===== config.mk =====
export PLATFORM = sky130hd
export DESIGN_NAME = subtractor_serial
export DESIGN_NICKNAME = d
export VERILOG_FILES = /design/src/rtl/subtractor_serial.sv
export SDC_FILE = /design/constraint.sdc
export NUM_CORES = 1
export LEC_CHECK = 0
export CAP_MARGIN = 5
export CORE_MARGIN = 1
export CORE_UTILIZATION = 36
export CTS_BUF_LIST = sky130_fd_sc_hd__clkbuf_8 sky130_fd_sc_hd__clkbuf_16
export DETAILED_ROUTE_END_ITERATION = 8
export GPL_ROUTABILITY_DRIVEN = 0
export PLACE_DENSITY_LB_ADDON = 0.08
export SLEW_MARGIN = 0
export SYNTH_ARGS = -nofsm -noshare
export SYNTH_HDL_FRONTEND = slang
export SYNTH_SLANG_ARGS = --single-unit

===== constraint.sdc =====
create_clock -name clk -period 1.25 [get_ports clk]
set_input_delay 0.25 -clock clk [delete_from_list [all_inputs] [get_ports clk]]
set_output_delay 0.25 -clock clk [all_outputs]
set_load 0.005 [all_outputs]

===== src/rtl/subtractor_serial.sv =====
// Bit-serial subtractor: {bout,Diff} = A - B - bin, one bit per clock, LSB first.
// Start pulse latches operands; a one-cycle done pulse marks a valid result.
module subtractor_serial #(
  parameter int WIDTH = 4
) (
  input  logic             clk,
  input  logic             rst,
  input  logic             start,
  input  logic [WIDTH-1:0] A,
  input  logic [WIDTH-1:0] B,
  input  logic             bin,
  output logic [WIDTH-1:0] Diff,
  output logic             bout,
  output logic             busy,
  output logic             done
);

  localparam int CW = (WIDTH > 1) ? $clog2(WIDTH) : 1;
  localparam logic [CW-1:0] CNT_LAST = CW'(WIDTH - 1);

  typedef enum logic [1:0] {
    S_IDLE,
    S_RUN,
    S_DONE
  } state_e;

  state_e           state_q;
  logic [WIDTH-1:0] a_q;
  logic [WIDTH-1:0] b_q;
  logic [WIDTH-1:0] sh_q;
  logic             brw_q;
  logic [CW-1:0]    cnt_q;
  logic [WIDTH-1:0] diff_q;
  logic             bout_q;
  logic             busy_q;
  logic             done_q;

  logic             bit_d;
  logic             brw_d;
  logic [WIDTH-1:0] sh_d;

  // One full-subtractor cell applied to the current LSBs.
  always_comb begin
    bit_d = a_q[0] ^ b_q[0] ^ brw_q;
    brw_d = (~a_q[0] & b_q[0])
          | (~(a_q[0] ^ b_q[0]) & brw_q);
    sh_d  = {bit_d, sh_q[WIDTH-1:1]};
  end

  always_ff @(posedge clk) begin
    if (rst) begin
      state_q <= S_IDLE;
      a_q     <= '0;
      b_q     <= '0;
      sh_q    <= '0;
      brw_q   <= 1'b0;
      cnt_q   <= '0;
      diff_q  <= '0;
      bout_q  <= 1'b0;
      busy_q  <= 1'b0;
      done_q  <= 1'b0;
    end else begin
      unique case (state_q)
        S_IDLE: begin
          done_q <= 1'b0;
          if (start) begin
            a_q     <= A;
            b_q     <= B;
            brw_q   <= bin;
            sh_q    <= '0;
            cnt_q   <= '0;
            busy_q  <= 1'b1;
            state_q <= S_RUN;
          end
        end
        S_RUN: begin
          a_q   <= a_q >> 1;
          b_q   <= b_q >> 1;
          sh_q  <= sh_d;
          brw_q <= brw_d;
          cnt_q <= cnt_q + 1'b1;
          // Ports see only the finished word, never partial bits.
          if (cnt_q == CNT_LAST) begin
            diff_q  <= sh_d;
            bout_q  <= brw_d;
            done_q  <= 1'b1;
            cnt_q   <= '0;
            state_q <= S_DONE;
          end
        end
        S_DONE: begin
          done_q  <= 1'b0;
          busy_q  <= 1'b0;
          state_q <= S_IDLE;
        end
        default: begin
          done_q  <= 1'b0;
          busy_q  <= 1'b0;
          state_q <= S_IDLE;
        end
      endcase
    end
  end

  assign Diff = diff_q;
  assign bout = bout_q;
  assign busy = busy_q;
  assign done = done_q;

endmodule


* After elaboration in Yosys (flattened, before gate mapping) *
Index checks and enable logic that the tools add are counted.

word-level totals
  bits in registers = 24
  bits in latches = 0
  memory bits (writable) = 0
  bits in read-only memories = 0
  input port bits = 12
  output and inout port bits = 7
  word-level logic and storage cells = 46
  memories = 0

operators by class
  add/subtract/negate cells = 1
  multiply operators = 0
  divide/modulo/power cells = 0
  order comparisons = 0
  eq/ne operators = 4
  shift-type cells = 0
  multiplexer cells = 16
  bitwise logic cells = 8
  reductions and logical operators = 7

operators by type and width
  operator                                                                number
  4-bit case mux with 2 select lines                                      3
  4-bit two-way mux                                                       3
  2-bit two-way mux                                                       4
  2-bit case mux with 2 select lines                                      2
  2-bit AND reduction                                                     4
  2-bit inequality test (second input constant)                           2
  1-bit case mux with 2 select lines                                      2
  1-bit NOT                                                               3
  2-bit by 1-bit adder with 2-bit output (second input constant)          1
  1-bit bitwise AND                                                       2
  2-bit by 1-bit equality test with 1-bit output (second input constant)  1
  2-bit equality test (second input constant)                             1
  2-bit zero test                                                         1
  1-bit two-way mux                                                       2
  2-bit nonzero test                                                      1
  2-bit OR reduction                                                      1
  1-bit bitwise XOR                                                       2
  1-bit bitwise OR                                                        1

* Logic depth before layout (Yosys ltp) *
  depth after elaboration = 5
  depth in mapped cells = 5
  depth with buffers taken out = 5

* Worst setup path before layout *
Ideal clock, no wire load.

  path type = register -> register
  start point = register cnt_q[0]
  end point = register bout_q (netlist: bout)
  library setup time = 128 ps
  data arrival time = 1051 ps
  data required time = 1122 ps
  setup slack = 71 ps
  cell stages (with the launch flop) = 6
  path buffers = 1
  clock period less this slack = 1179 ps
  path through = dfxtp_1 -> ha_1 -> clkbuf_1 -> nand3b_2 -> mux2i_1 -> nor2_1

on the way
  longest elaborated chain between the ends = 2

ends and longest elaborated chain
  what                           RTL line  text
  from (decl)                    32        logic [CW-1:0] cnt_q;
  from (signal assigned)         81        cnt_q <= cnt_q + 1'b1;
  2-bit equality test            83        if (cnt_q == CNT_LAST) begin
  2-bit AND reduction (no line)  -
  to (signal assigned)           85        bout_q <= brw_d;
  to (decl)                      34        logic bout_q;

No other way between the ends.
A chain may end at the register's enable or synchronous reset.

* Worst setup path in the final report *
  start point = register brw_q
  end point = register sh_q[3]

on the way
  longest elaborated chain between the ends = 2

ends and longest elaborated chain
  what                                RTL line  text
  from (decl)                         31        logic brw_q;
  from (signal assigned)              69        brw_q <= bin;
  from (signal assigned)              80        brw_q <= brw_d;
  1-bit bitwise XOR                   44        bit_d = a_q[0] ^ b_q[0] ^ brw_q;
  via bit_d                           38        logic bit_d;
  4-bit case mux with 2 select lines  63        unique case (state_q)
  to (signal assigned)                55        sh_q <= '0;
  to (signal assigned)                70        sh_q <= '0;
  to (signal assigned)                79        sh_q <= sh_d;
  to (decl)                           30        logic [WIDTH-1:0] sh_q;

The timed path passes the listed nets, and every way through them passes these cells.

==> results.toml <==
[die]
die_height_um = 54.4
core_mm2 = 0.00254
initial_core_util_pct = 38.8
die_x_um = 54.4
ios = 19
fp.dieArea_mm2 = 0.00296
row_count = 18

[synthesis]
synth_area_um2 = 988
synth_cell_types = 24
ys_seq_elements = 23
netlist_instances = 98
syn-num-nets = 112
yosysSeqAreaShare_pct = 46.6
synth_area_per_cell_um2 = 10.1
yosysWarnings = 0

[clocking]
holdBufCountCts = 0
cts_buffers = 3
ctsLongestPathBuffers = 2
clockRootBuffer = "clkbuf_8"
htreeDepth = 1
insertion_delay_ns = 0.26
tritoncts = "built"
cts_sinks = 23
clk_pin_slew_ns = 0.08

[worst_setup_path]
reg2reg_setup_slack_ns = 0.03
reg2reg_to = "sh_q[3]$_SDFFE_PP0P_"
rr_worst_depth = 4
cp_cell_sequence = "inv_2 -> fa_1 -> a22oi_2 -> nor2_1"
cp-end-kind = "flop"
required_ns = 1.41
cpPeakStageDelay_ns = 0.49
critPathMaxFanout = 2
crit_path_start_kind = "flop"
cp.arrival_ns = 1.38
r2r-start = "brw_q$_SDFFE_PP0P_"
critical_path_class = "flop to flop"
cp_slowest_cell = "fa_1"

[drt]
via_per_inst = 4.90
ant_nets = 0
drt_iter0_drc = 11
firstDrtPassIters = 4
drc_errors = 0
wl_um = 1800
vias = 745
routedWlPerCell_um = 11.8

[flow_run]
maxCapViolCount = 0

[sta]
grt_setup_unrepaired = "true"
skew_ns = 0.00422
layout_setup_ws_ns = 0.0314
fin_crit_sh_pct = 97.5
setup_viol_count_final = 0
report.final.hold_viol_count = 0
min_period_ns = 1.22
tightest_slew_ns = 0.319
hold-worst-slack_ns = 0.452
drv_slew = 0
slew_headroom_pct = 78.7
fmax_ghz = 0.821

[pwr]
p_leak_nw = 0.525
power_density_mw_per_mm2 = 1170
peakVddDrop_v = 0.000696

[hold_path]
min_path_type = "flop to flop"
holdPathEnd = "Diff[1]$_SDFFE_PP0P_"
min-delay-start = "Diff[1]$_SDFFE_PP0P_"
hold_depth = 2

[place]
placed_area_mm2 = 0.00121
dp_hpwl_um = 1270
io_buffers = 18
pre_cts_ws_ns = -0.245

[global_route]
grt_max_degree = 24
grt_pass1_wl_um = 3000
grtUsageTotal_pct = 14.6
overflow = 0
grt_pass1_vias = 678
antenna_found_initial = 0

[finish]
antenna_cells = 0
nNetsFinal = 137
final_cell_mix = "nor2_1, dfxtp_1, clkdlybuf4s50_1"
area_growth_pct = 30.0
stdcell_area_mm2 = 0.00128
layout_commonest_cell = "nor2_1"
drive_above_1_share_pct = 30.3

[status]
outcome = "finished, final reports clean"
==> Yosys cell counts, drive strengths merged <==
master | count | area share (%)
o21bai | 1 | 0.76
inv | 4 | 1.5
mux2i | 8 | 8.1
o21ai | 1 | 0.51
dfxtp | 23 | 47
a21oi | 5 | 2.5
nand3 | 4 | 2.0
nor2 | 19 | 8.0
clkbuf | 2 | 0.76
nand2 | 4 | 1.5
o21ba | 1 | 1.6
nand3b | 1 | 1.1
nor2b | 2 | 1.3
buf | 4 | 4.4
nor3b | 1 | 0.76
nor3 | 2 | 1.0
a22oi | 7 | 5.3
fa | 1 | 2.0
ha | 1 | 1.3
a211oi | 7 | 8.9
==> sequential cells by signal (all words and copies together) (netlist names) <==
register and cells:
Diff 4, a_q 4, b_q 4, sh_q 3, cnt_q 2, state_q 2, bout 1, brw_q 1
busy 1, done 1
==> layout make-up <==
| class | count | area, µm² |
|---|---|---|
| Inverter | 4 | 15.0 |
| Multi-Input combinational cell | 65 | 470 |
| Timing Repair Buffer | 26 | 244 |
| Tap cell | 30 | 37.5 |
| Clock buffer | 3 | 41.3 |
| Fill cell | 257 | 1260 |
| Sequential cell | 23 | 472 |
| Clock inverter | 1 | 5.00 |
==> layer usage <==
metal / global-route usage [%] / wire length, µm / vias to the layer above
li1: - / - / 389
met3: 3.89 / 85 / 4
met5: 0 / 0 / -
met4: 6.41 / 26 / 0
met2: 21.5 / 759 / 15
met1: 19.8 / 928 / 337
==> worst max-delay path: cells and delay by family (launching register included) <==
kind | cells | cell delay, ns
fa+ha+maj | 1 | 0.49
buf+inv | 1 | 0.04
simple gates | 1 | 0.06
compound gates | 1 | 0.19
flops | 1 | 0.34
==> kinds of logic (layout without fill, tap and decap cells) <==
logic type,Yosys count,after routing,synth area share (%)
AND/OR/NAND/NOR,33,33,15.7
multiplexers,8,8,8.10
buffers and inverters,10,34,6.71
flip-flops,23,23,46.6
adder cells (fa/ha/maj),2,2,3.29
AO/OA/AOI/OAI,22,22,19.6
==> worst max-delay path by stage <==
stage / from / endpoint / slack (ns) / cells past startpoint
2_1_floorplan: cnt_q[0]$_SDFFE_PP0P_ / bout$_SDFFE_PP0P_ / 0.07 / 5
3_3_place_gp: start / a_q[3]$_SDFFE_PP0P_ / -0.21 / 4
3_5_place_dp: start / cnt_q[0]$_SDFFE_PP0P_ / -0.25 / 4
4_1_cts: state_q[0]$_SDFFE_PP0P_ / brw_q$_SDFFE_PP0P_ / 0.02 / 3
5_1_grt: brw_q$_SDFFE_PP0P_ / sh_q[3]$_SDFFE_PP0P_ / -0.03 / 4
6_report: brw_q$_SDFFE_PP0P_ / sh_q[3]$_SDFFE_PP0P_ / 0.03 / 4
==> stage by stage <==
step / setup TNS, ns / util [%] / instances / power, mW
after floorplan: 0 / - / 98 / 0.971
after global placement: -2.40 / 47.6 / 146 / 1.05
after detailed placement: -2.67 / 47.6 / 146 / 1.05
after CTS: 0 / 49.4 / 150 / 1.50
after global routing: -0.0567 / 50.5 / 152 / 1.59
final: 0 / 50.5 / 152 / 1.50
==> where the power goes <==
group          switching [mW]  total, mW  internal, mW  leakage, nW
Sequential             0.0297      0.803         0.773        0.192
Combinational           0.113      0.248         0.135        0.308
Clock                   0.230      0.452         0.222       0.0255
Total                   0.373       1.50          1.13        0.525
==> what timing repair did <==
| action | CTS | global route |
|---|---|---|
| resized for setup | 12 | 8 |
| pin swaps | 0 | 3 |
| endpoints found under the setup margin | 7 | 17 |
| setup buffers | 0 | 2 |
No activity file was read; power rests on OpenSTA's default activity.
